==> config.mk <==
export PLATFORM = sky130hd
export DESIGN_NAME = td4x_core
export DESIGN_NICKNAME = d
export VERILOG_FILES = /design/src/rtl/td4x_pkg.sv /design/src/rtl/td4x_program_mem.sv /design/src/rtl/td4x_core.sv
export SDC_FILE = /design/constraint.sdc
export NUM_CORES = 1
export LEC_CHECK = 0
export ABC_AREA = 1
export BUFFER_PORTS_ARGS = -buffer_cell sky130_fd_sc_hd__buf_2
export CORE_MARGIN = 5
export CORE_UTILIZATION = 35
export CTS_CLUSTER_SIZE = 14
export DETAILED_ROUTE_END_ITERATION = 10
export MAX_ROUTING_LAYER = met4
export SYNTH_ARGS = -nofsm -noshare
export SYNTH_HDL_FRONTEND = slang
export SYNTH_SLANG_ARGS = --single-unit
==> constraint.sdc <==
create_clock -name clk -period 2.7 [get_ports clk]
set_input_delay 0 -clock clk [delete_from_list [all_inputs] [get_ports clk]]
set_output_delay 0 -clock clk [all_outputs]
set_load 0.01 [all_outputs]
==> src/rtl/td4x_pkg.sv <==
// rtl/td4x_pkg.sv - TD4X opcode map and FSM state encoding.
package td4x_pkg;

   localparam logic [3:0] OP_ADD_A  = 4'b0000;
   localparam logic [3:0] OP_MOV_AB = 4'b0001;
   localparam logic [3:0] OP_IN_A   = 4'b0010;
   localparam logic [3:0] OP_MOV_AI = 4'b0011;
   localparam logic [3:0] OP_MOV_BA = 4'b0100;
   localparam logic [3:0] OP_ADD_B  = 4'b0101;
   localparam logic [3:0] OP_IN_B   = 4'b0110;
   localparam logic [3:0] OP_MOV_BI = 4'b0111;
   localparam logic [3:0] OP_HLT    = 4'b1000;
   localparam logic [3:0] OP_OUT_B  = 4'b1001;
   localparam logic [3:0] OP_OUT_I  = 4'b1011;
   localparam logic [3:0] OP_JNC    = 4'b1110;
   localparam logic [3:0] OP_JMP    = 4'b1111;

   typedef enum logic [1:0] {
      ST_STOP = 2'd0,
      ST_RUN  = 2'd1,
      ST_HALT = 2'd2
   } state_e;

endpackage

==> src/rtl/td4x_program_mem.sv <==
// rtl/td4x_program_mem.sv - program store: sync write, async read, no reset.
module td4x_program_mem #(
   parameter int DW = 4,
   parameter int AW = 4
) (
   input  logic            clk,
   input  logic            we_i,
   input  logic [AW-1:0]   waddr_i,
   input  logic [DW+3:0]   wdata_i,
   input  logic [AW-1:0]   raddr_i,
   output logic [DW+3:0]   rdata_o
);

   logic [DW+3:0] mem_q [2**AW];

   always_ff @(posedge clk) begin
      if (we_i) mem_q[waddr_i] <= wdata_i;
   end

   assign rdata_o = mem_q[raddr_i];

endmodule

==> src/rtl/td4x_core.sv <==
// rtl/td4x_core.sv - TD4-style 4-opcode-bit CPU core with run/step/restart control.
// Optional HLT instruction (opcode 1000) enabled by TD4X_HALT_EN.
module td4x_core
   import td4x_pkg::*;
#(
   parameter int DW = 4,
   parameter int AW = 4
) (
   input  logic            clk,
   input  logic            rst_n,
   input  logic            run,
   input  logic            step,
   input  logic            restart,
   input  logic [DW-1:0]   in_port,
   input  logic            ld_we,
   input  logic [AW-1:0]   ld_addr,
   input  logic [3:0]      ld_opcode,
   input  logic [DW-1:0]   ld_imm,
   output logic [DW-1:0]   out_port,
   output logic [DW-1:0]   reg_a,
   output logic [DW-1:0]   reg_b,
   output logic [AW-1:0]   pc,
   output logic            carry,
   output logic [1:0]      state,
   output logic            halted
);

   if (AW > DW) begin : g_aw_check
      $error("td4x_core: AW must not exceed DW");
   end

   logic [DW-1:0] a_q, a_d, b_q, b_d, out_q, out_d;
   logic [AW-1:0] pc_q, pc_d, pc_inc;
   logic          carry_q, carry_d;
   state_e        state_q;
   logic [DW+3:0] instr;
   logic [3:0]    opcode;
   logic [DW-1:0] imm;
   logic [DW:0]   sum_a, sum_b;
   logic          exec, halt_hit;

   td4x_program_mem #(.DW(DW), .AW(AW)) u_mem (
      .clk     (clk),
      .we_i    (ld_we && (state_q != ST_RUN)),
      .waddr_i (ld_addr),
      .wdata_i ({ld_opcode, ld_imm}),
      .raddr_i (pc_q),
      .rdata_o (instr)
   );

   assign opcode = instr[DW+3:DW];
   assign imm    = instr[DW-1:0];
   assign pc_inc = pc_q + 1'b1;
   assign sum_a  = {1'b0, a_q} + {1'b0, imm};
   assign sum_b  = {1'b0, b_q} + {1'b0, imm};
   assign exec   = ((state_q == ST_RUN) && run) || ((state_q == ST_STOP) && step);

   always_comb begin
      a_d      = a_q;
      b_d      = b_q;
      out_d    = out_q;
      carry_d  = carry_q;
      pc_d     = pc_q;
      halt_hit = 1'b0;
      if (exec) begin
         carry_d = 1'b0;
         pc_d    = pc_inc;
         case (opcode)
            OP_ADD_A:  {carry_d, a_d} = sum_a;
            OP_MOV_AB: a_d = b_q;
            OP_IN_A:   a_d = in_port;
            OP_MOV_AI: a_d = imm;
            OP_MOV_BA: b_d = a_q;
            OP_ADD_B:  {carry_d, b_d} = sum_b;
            OP_IN_B:   b_d = in_port;
            OP_MOV_BI: b_d = imm;
            OP_OUT_B:  out_d = b_q;
            OP_OUT_I:  out_d = imm;
            OP_JNC:    pc_d = carry_q ? pc_inc : imm[AW-1:0];
            OP_JMP:    pc_d = imm[AW-1:0];
`ifdef TD4X_HALT_EN
            OP_HLT: begin
               pc_d     = pc_q;
               halt_hit = 1'b1;
            end
`endif
            default: ;
         endcase
      end
   end

   // restart leaves A, B and out_port alone; only sequencing state is cleared
   always_ff @(posedge clk or negedge rst_n) begin
      if (!rst_n) begin
         a_q     <= '0;
         b_q     <= '0;
         out_q   <= '0;
         pc_q    <= '0;
         carry_q <= 1'b0;
         state_q <= ST_STOP;
      end else if (restart) begin
         pc_q    <= '0;
         carry_q <= 1'b0;
         state_q <= ST_STOP;
      end else begin
         a_q     <= a_d;
         b_q     <= b_d;
         out_q   <= out_d;
         pc_q    <= pc_d;
         carry_q <= carry_d;
         case (state_q)
            ST_STOP: begin
               if (halt_hit)  state_q <= ST_HALT;
               else if (run)  state_q <= ST_RUN;
            end
            ST_RUN: begin
               if (!run)          state_q <= ST_STOP;
               else if (halt_hit) state_q <= ST_HALT;
            end
            ST_HALT: ;
            default: state_q <= ST_STOP;
         endcase
      end
   end

   assign out_port = out_q;
   assign reg_a    = a_q;
   assign reg_b    = b_q;
   assign pc       = pc_q;
   assign carry    = carry_q;
   assign state    = state_q;
`ifdef TD4X_HALT_EN
   assign halted   = (state_q == ST_HALT);
`else
   assign halted   = 1'b0;
`endif

endmodule
==> flow_summary.yaml, run 1 <==
critical_path:
  reg2regPathDepth: 14
  reg2reg_to: "reg_b[2]"
  arrival_ns: 2.81
  crit_type: "flip-flop to flip-flop"
  crit_required_ns: 3.01
  cp_max_fo: 22
  worstSetupStartpointType: "flip-flop"
  timing.critical_path.to_type: "flip-flop"
  crit_buf_inv: 3
  crit_path_max_incr_delay_ns: 0.43
  critPathSlowestCell: "dfrtp_2"
  crit_family: "adder cells"
  ff2ff_setup_slack_ns: 0.20
  cpMostUsedCell: "nand2_1"
  rr_startpoint: "pc[0]"
  crit_chain: "clkinvlp_4 -> buf_12 -> o21ai_0 -> o211ai_1 -> nand2_1 -> nand2_2 -> ha_1 -> inv_1 -> fa_1 -> xnor2_1 -> nand2_1 -> nand3_1 -> o21ai_1 -> nand2_1"
drt:
  drt_wl_total_um: 17460
  via_count: 5071
  ant_nets: 0
  drc: 0
  vias_per_cell: 4.775
  drt-wirelength-per-cell_um: 16.44
  drt-initial-drc-count: 354
  dr.pass1.iters: 5
global_routing:
  antenna_found_initial: 0
  grt_pass1_vias: 4795
  grt_pass1_wl_um: 27010
  grt_max_degree: 45
  grtUsageTotal_pct: 16.47
  gr-total-overflow: 0
die:
  coreArea_sq_um: 19330
  ioPinCount: 42
  rows: 51
  die-area_sq_um: 22440
  initial_utilization_pct: 35.38
  die_h_um: 149.8
  die_w_um: 149.8
sta:
  rsz0062_at_grt: "no"
  skew_ns: 0.006609
  tightestPinTransition_ns: 0.5141
  max_slew_margin_pct: 65.60
  max_freq_mhz: 400.2
  slew_violations: 0
  hold_viol: 0
  finalCritPeriodShare_pct: 92.54
  finalCriticalPeriod_ns: 2.499
  setup_viol: 0
  finalSetupTns_ns: 0
clocking:
  cts_tree: "built"
  cts_max_level: 4
  post_cts_buffers: 0
  clock_latency_ns: 0.42
  cts.reportedPaths.clkPinSlew_ns: 0.06
  root_buffer: "clkbuf_16"
  cts_buffers: 17
  cts.sinks: 146
  clockBufferDepth: 2
synth:
  synth.ff_latch_count: 146
  synth_cell_types: 29
  synthCells: 694
  yosysSeqAreaShare_pct: 62.78
  syn_area_sq_um: 6840
  yosysWarnings: 0
  syn_area_per_cell_sq_um: 9.856
hold_path:
  hold_class: "primary input to async pin"
power:
  swShare_pct: 38.67
  cellPowerDensity_nw_per_um2: 1012
  p_seq_share_pct: 32.6
  p_leak_nw: 3.454
  p_sw_w: 0.003266
  power.total_w: 0.008445
  pwr-share-clk_pct: 28.8
  power_frac_comb_pct: 38.6
  vdd_drop_max_uv: 527.7
  p_int_w: 0.005179
cells_and_area:
  drive_above_1_share_pct: 16.69
  seqCellArea_sq_um: 4297
  finalNetCount: 818
  fill_cells: 1841
  multi_input_area_sq_um: 2216
  antenna_cells: 0
  area_growth_pct: 21.99
place:
  dp_hpwl_um: 11730
  gp_congestion: 0.8983
  io_buffer_count: 39
outcome:
  status: "finished, final reports clean"
flow_run:
  drv_cap: 0
[through the flow]
stage | hold WS, ns | utilization [%] | worst slack [ns] | cell area (sq um) | std cells
floorplan | -0.2956 | - | 0.1164 | 6844 | 695
global placement | -0.01788 | 39.05 | 0.1705 | 7551 | 1015
detailed placement | -0.01503 | 39.05 | 0.1047 | 7551 | 1015
CTS | 0.06119 | 42.94 | 0.07762 | 8302 | 1061
global route | 0.09911 | 43.16 | 0.03495 | 8344 | 1062
finish | 0.07090 | 43.16 | 0.2013 | 8344 | 1062
[how the worst max path moves through the flow]
| stage | start | end | cells after the start |
|---|---|---|---|
| floorplan | pc[0] | reg_b[2] | 17 |
| global placement | pc[0] | reg_b[2] | 14 |
| detailed placement | pc[0] | carry | 14 |
| CTS | pc[0] | carry | 14 |
| global route | pc[0] | reg_b[2] | 16 |
| finish | pc[0] | reg_b[2] | 14 |
[power by group through the flow]
stage | clock network, W | logic (W) | registers (W)
after detailed placement | 0 | 0.00315 | 0.00280
final | 0.00243 | 0.00326 | 0.00276
after CTS | 0.00246 | 0.00320 | 0.00275
after floorplan | 0 | 0.00219 | 0.00278
after global routing | 0.00258 | 0.00363 | 0.00278
after global placement | 0 | 0.00316 | 0.00280
[Yosys cell counts, drive strengths merged]
cell      n  area, sq um
a21oi    31        158.9
buf      20        123.9
clkbuf    2        7.510
clkinv    2        12.51
conb      1        3.750
dfrtp    18        450.4
edfxtp  128         3844
fa        2        40.04
ha        9        112.6
inv      52        195.2
nand2   221        874.6
nand3    63        315.3
nand4     2        12.51
nor2     85        359.1
nor3     12        60.06
o211ai    7        52.55
o21ai    33        165.2
xnor2     2        17.52
xor2      4        35.03
[placed cells by master (no fill, tap or decap), types with 2 or more instances in the layout]
cell / instances
nor3_1: 12
a21oi_1: 30
clkinv_4: 3
o211ai_1: 7
nand2_1: 210
xnor2_1: 2
buf_4: 34
clkinv_1: 2
inv_6: 5
nand2_4: 4
buf_6: 2
buf_2: 39
dfrtp_1: 16
dlygate4sd3_1: 15
xor2_1: 4
nand3_1: 63
edfxtp_1: 128
buf_12: 2
nand4_1: 2
inv_1: 45
dfrtp_2: 2
nor2_1: 82
nor2_8: 2
conb_1: 2
nand2_2: 7
bufinv_16: 3
clkbuf_16: 18
ha_1: 9
inv_2: 6
o21ai_0: 26
o21ai_1: 7
[final cells by class]
class                           count  share of cell area, %
Clock inverter                     13                  2.054
Clock buffer                       18                  5.143
Multi-Input combinational cell    473                  26.56
Timing Repair Buffer               93                  8.247
Tap cell                          265                  3.974
Sequential cell                   146                  51.49
Inverter                           54                  2.534
[sequential cells by signal, indices dropped and copies added (netlist names)]
signal and flops:
out_port 4, state 1, pc 4, reg_a 4
u_mem.mem_q 128, carry 1, reg_b 4
[kinds of logic (layout without fill, tap and decap cells)]
logic type	Yosys count	count (layout)	share of synthesized area (%)
other	1	2	0.05482
flip-flops	146	146	62.78
buffers and inverters	76	178	4.957
adder cells (fa/ha/maj)	11	11	2.232
XOR/XNOR	6	6	0.7682
AO/OA/AOI/OAI	71	71	5.506
AND/OR/NAND/NOR	383	383	23.71
[layer usage]
metal	GRT usage, %	up-vias	routed length, um	part of all wire (%)
met5	-	-	0	0
met4	4.803	0	204	1.2
met3	3.967	15	975	5.6
met2	25.55	151	8182	47
met1	21.65	2396	8094	46
li1	-	2509	-	-
[repair_timing]
item | 4_1_cts | 5_1_grt
hold endpoints to repair | 159 | 0
setup endpoints to repair | 0 | 5
gates resized for setup | 0 | 7
hold buffers | 15 | 0
Note: power is estimated with default switching activity, not from simulation.
==> run 2, diff against run 1 <==
--- a/config.mk
+++ b/config.mk
@@ -12,6 +12,7 @@
 export CTS_CLUSTER_SIZE = 14
 export DETAILED_ROUTE_END_ITERATION = 10
 export MAX_ROUTING_LAYER = met4
+export RECOVER_POWER = 100
 export SYNTH_ARGS = -nofsm -noshare
 export SYNTH_HDL_FRONTEND = slang
 export SYNTH_SLANG_ARGS = --single-unit
==> flow_summary.yaml, run 2 (same netlist as run 1, synthesis figures left out) <==
clocking:
  cts.reportedPaths.clkPinSlew_ns: 0.06
  cts.sinks: 146
  cts_buffers: 17
  post_cts_buffers: 0
  cts_max_level: 4
  cts_tree: "built"
  root_buffer: "clkbuf_16"
  clockBufferDepth: 2
  clock_latency_ns: 0.42
sta:
  setup_viol: 0
  slew_violations: 0
  max_freq_mhz: 405.5
  rsz0062_at_grt: "no"
  max_slew_margin_pct: 21.59
  tightestPinTransition_ns: 1.176
  skew_ns: 0.007505
  hold_viol: 0
  finalCritPeriodShare_pct: 91.35
  finalSetupTns_ns: 0
  finalCriticalPeriod_ns: 2.466
critical_path:
  crit_type: "flip-flop to flip-flop"
  arrival_ns: 2.83
  timing.critical_path.to_type: "flip-flop"
  cp_max_fo: 15
  cp-startpoint: "pc[0]"
  crit_required_ns: 3.07
  worstSetupStartpointType: "flip-flop"
  rr_startpoint: "pc[0]"
die:
  die_w_um: 149.8
  coreArea_sq_um: 19330
  ioPinCount: 42
  die-area_sq_um: 22440
  initial_utilization_pct: 35.38
  rows: 51
  die_h_um: 149.8
global_routing:
  grt_pass1_vias: 4795
  grt_max_degree: 45
  grt_pass1_wl_um: 27010
  grtUsageTotal_pct: 16.47
  antenna_found_initial: 0
  gr-total-overflow: 0
cells_and_area:
  multi_input_area_sq_um: 2216
  seqCellArea_sq_um: 4297
  area_growth_pct: 20.27
  fill_cells: 1881
  drive_above_1_share_pct: 10.79
  finalNetCount: 818
  most-common-layout-cells: "nand2_1, edfxtp_1, nor2_1"
  layout_commonest_cell: "nand2_1"
  top_register: "u_mem.mem_q"
  antenna_cells: 0
  fin_cells: 1062
  largest_reg_flops: 128
flow_run:
  drv_cap: 0
power:
  cellPowerDensity_nw_per_um2: 1020
  vdd_drop_max_uv: 525.1
  p_leak_nw: 3.288
drt:
  vias_per_cell: 4.748
  via_count: 5042
  drt_wl_total_um: 17480
  drt-initial-drc-count: 365
  dr.pass1.iters: 6
  drc: 0
  drt-wirelength-per-cell_um: 16.46
  ant_nets: 0
place:
  dp_hpwl_um: 11730
  io_buffer_count: 39
  gp_congestion: 0.8983
  placedCellCount: 1015
outcome:
  status: "finished, final reports clean"
hold_path:
  holdCritStartpoint: "run"
  hold_class: "primary input to flip-flop"
run 2: area by class of cell:
class / count / area share, %
Sequential cell: 146 / 52.23
Multi-Input combinational cell: 473 / 26.94
Timing Repair Buffer: 93 / 6.935
Clock buffer: 18 / 5.217
Tap cell: 265 / 4.030
Inverter: 54 / 2.570
Clock inverter: 13 / 2.084
run 2: final timing paths:
path	endpoint	slack, ns	cells past startpoint
max	reg_b[1]	0.23	16
min	pc[1]	0.12	6
max reg2reg	reg_b[1]	0.23	16
min reg2reg	out_port[1]	0.49	2
max in group asynchronous	pc[1]	1.58	2
min in group asynchronous	reg_b[1]	0.33	2
run 2: what timing repair did:
| action | in CTS | in global routing |
|---|---|---|
| endpoints found under the hold margin | 159 | 0 |
| resized for setup | 0 | 7 |
| endpoints found under the setup margin | 0 | 5 |
| hold buffers | 15 | 0 |
run 2: per-layer routing:
metal	GRT usage (%)	vias to the layer above	part of all wire [%]
li1	-	2504	-
met4	4.803	0	1.3
met1	21.65	2369	46
met3	3.967	20	6.0
met5	-	-	0
met2	25.55	149	47
run 2: through the flow:
step	hold slack (ns)	cell area [sq um]	total power [W]	setup WS [ns]	util, %
2_1_floorplan	-0.2956	6844	0.004971	0.1164	-
3_3_place_gp	-0.01788	7551	0.005955	0.1705	39.05
3_5_place_dp	-0.01503	7551	0.005951	0.1047	39.05
4_1_cts	0.06119	8302	0.008411	0.07762	42.94
5_1_grt	0.1910	8227	0.008935	0.02241	42.55
6_report	0.1192	8227	0.008391	0.2336	42.55
run 2: worst max-delay path, cell delays in order (launching register included):
cell and delay [ns]:
dfrtp_2 0.40, clkinvlp_4 0.17, buf_6 0.20, nor2_1 0.09, nor2_1 0.04, o21ai_0 0.05, o21ai_0 0.11, o21ai_1 0.19
nand2_2 0.11, ha_1 0.21, inv_1 0.07, fa_1 0.40, nor2_1 0.13, nor2_1 0.05, nand3_1 0.06, nand2_1 0.06
nand2_1 0.06
run 2: power by group:
group | switching, W | leakage (nW) | total (W) | internal (W)
clock | 0.000964 | 0.295 | 0.00243 | 0.00147
combinational | 0.00212 | 1.61 | 0.00320 | 0.00107
sequential | 0.000172 | 1.38 | 0.00276 | 0.00259
total | 0.00326 | 3.29 | 0.00839 | 0.00513
==> run 3, diff against run 2 <==
--- a/config.mk
+++ b/config.mk
@@ -13,6 +13,7 @@
 export DETAILED_ROUTE_END_ITERATION = 10
 export MAX_ROUTING_LAYER = met4
 export RECOVER_POWER = 100
+export SETUP_SLACK_MARGIN = 0.5
 export SYNTH_ARGS = -nofsm -noshare
 export SYNTH_HDL_FRONTEND = slang
 export SYNTH_SLANG_ARGS = --single-unit
==> flow_summary.yaml, run 3 (same netlist as run 1, synthesis figures left out) <==
sta:
  max_slew_margin_pct: 25.07
  max_freq_mhz: 405.6
  finalSetupTns_ns: 0
  setup_viol: 0
  hold_viol: 0
  finalCritPeriodShare_pct: 91.32
  slew_violations: 0
  rsz0062_at_grt: "yes"
  skew_ns: 0.01452
  tightestPinTransition_ns: 1.124
  finalCriticalPeriod_ns: 2.466
global_routing:
  gr-total-overflow: 0
  antenna_found_initial: 0
  grtUsageTotal_pct: 16.74
  grt_pass1_wl_um: 27620
  grt_pass1_vias: 4971
  grt_max_degree: 38
power:
  power.total_w: 0.009379
  p_leak_nw: 3.527
  vdd_drop_max_uv: 474.9
  cellPowerDensity_nw_per_um2: 1066
critical_path:
  cpMostUsedCell: "nand2_1"
  arrival_ns: 2.78
  cp_max_fo: 9
  crit_path_max_incr_delay_ns: 0.54
  worst-path-stages: 13
  ff2ff_setup_slack_ns: 0.23
  crit_buf_inv: 1
  worstSetupStartpointType: "flip-flop"
  crit_chain: "buf_4 -> o21ai_0 -> o211ai_1 -> nand2_1 -> nand2_4 -> ha_4 -> a21oi_1 -> nand2_1 -> xor2_1 -> nand3_1 -> nand3_1 -> nand2_1 -> nand2_1"
  reg2regPathDepth: 13
  critPathSlowestCell: "dfrtp_1"
  crit_required_ns: 3.01
  crit_family: "simple AND/OR/NAND/NOR gates"
  crit_type: "flip-flop to flip-flop"
  timing.critical_path.to_type: "flip-flop"
flow_run:
  drv_cap: 0
drt:
  vias_per_cell: 4.917
  via_count: 5409
  drt-wirelength-per-cell_um: 17.06
  drc: 0
  drt-initial-drc-count: 413
  drt_wl_total_um: 18760
  ant_nets: 0
  dr.pass1.iters: 5
place:
  io_buffer_count: 39
  dp_hpwl_um: 11750
  gp_congestion: 0.9220
  placed_cell_area_sq_um: 7619
cells_and_area:
  final_util_pct: 45.51
  multi_input_area_sq_um: 2437
  largest_reg_flops: 128
  seqCellArea_sq_um: 4295
  finalNetCount: 855
  drive_above_1_share_pct: 19.28
  fill_cells: 1855
  top_register: "u_mem.mem_q"
  area_growth_pct: 28.63
  antenna_cells: 0
  fin_area_sq_um: 8798
  most-common-layout-cells: "nand2_1, edfxtp_1, nor2_1"
  layout_commonest_cell: "nand2_1"
clocking:
  cts_tree: "built"
  clock_latency_ns: 0.43
  cts.sinks: 146
  cts_max_level: 4
  cts_buffers: 17
  cts.reportedPaths.clkPinSlew_ns: 0.06
  clockBufferDepth: 2
  root_buffer: "clkbuf_16"
hold_path:
  whs_path_depth: 6
  hold_class: "primary input to flip-flop"
die:
  coreArea_sq_um: 19330
  ioPinCount: 42
  die_w_um: 149.8
  initial_utilization_pct: 35.38
  die-area_sq_um: 22440
  rows: 51
  die_h_um: 149.8
outcome:
  status: "finished, final reports clean"
## run 3: changes by cell type in the layout (fill, tap and decap cells not counted), sizes merged
cell      before  now
clkbuf        64   62
clkinv         6   11
nor2          85   86
inv           57   58
clkinvlp       1    0
bufinv         3    1
buf           32   68
## run 3: final timing paths
check,start,endpoint
min reg2reg,out_port[0],out_port[0]
min in group asynchronous,rst_n,reg_b[0]
max reg2reg,pc[1],reg_b[3]
min,run,pc[3]
max in group asynchronous,rst_n,pc[0]
max,pc[1],reg_b[3]
## run 3: power breakdown
group          total (W)  internal, W  switching [W]
combinational    0.00434      0.00178        0.00256
sequential       0.00279      0.00259       0.000198
clock            0.00225      0.00128       0.000972
total            0.00938      0.00565        0.00373
## run 3: what timing repair did
item	in CTS	in global routing
pin swaps	4	14
endpoints found under the setup margin	17	17
hold buffers	15	0
gates resized for setup	18	47
setup buffers	12	20
gates cloned	2	5
endpoints found under the hold margin	144	0
## run 3: worst register-to-register path, stage by stage, from the launching register on
cell,delay [ns]
dfrtp_1,0.54
buf_4,0.25
o21ai_0,0.11
o211ai_1,0.30
nand2_1,0.17
nand2_4,0.14
ha_4,0.22
a21oi_1,0.15
nand2_1,0.08
xor2_1,0.14
nand3_1,0.08
nand3_1,0.07
nand2_1,0.06
nand2_1,0.05
## run 3: cell type report
cell class / count / share of cell area [%]
clock buffer: 17 / 4.835
clock inverter: 15 / 1.522
inverter: 54 / 2.503
multi-input combinational: 474 / 27.70
sequential: 146 / 48.82
tap: 265 / 3.768
timing repair buffer: 128 / 10.75
timing repair inverter: 1 / 0.09954
## run 3: through the flow
stage	std cells	hold slack, ns	setup slack, ns
3_5_place_dp	1014	-0.01989	0.1074
4_1_cts	1075	0.06548	0.3077
2_1_floorplan	695	-0.2956	0.3915
3_3_place_gp	1014	-0.02368	0.1542
5_1_grt	1100	0.1399	0.05964
6_report	1100	0.08898	0.2343
## run 3: layer usage
| metal | up-vias | wire length, um | track usage (%) |
|---|---|---|---|
| met5 | - | 0 | - |
| met2 | 169 | 8850 | 25.32 |
| met1 | 2628 | 8584 | 22.86 |
| met4 | 0 | 302 | 5.489 |
| met3 | 29 | 1024 | 3.210 |
| li1 | 2583 | - | - |
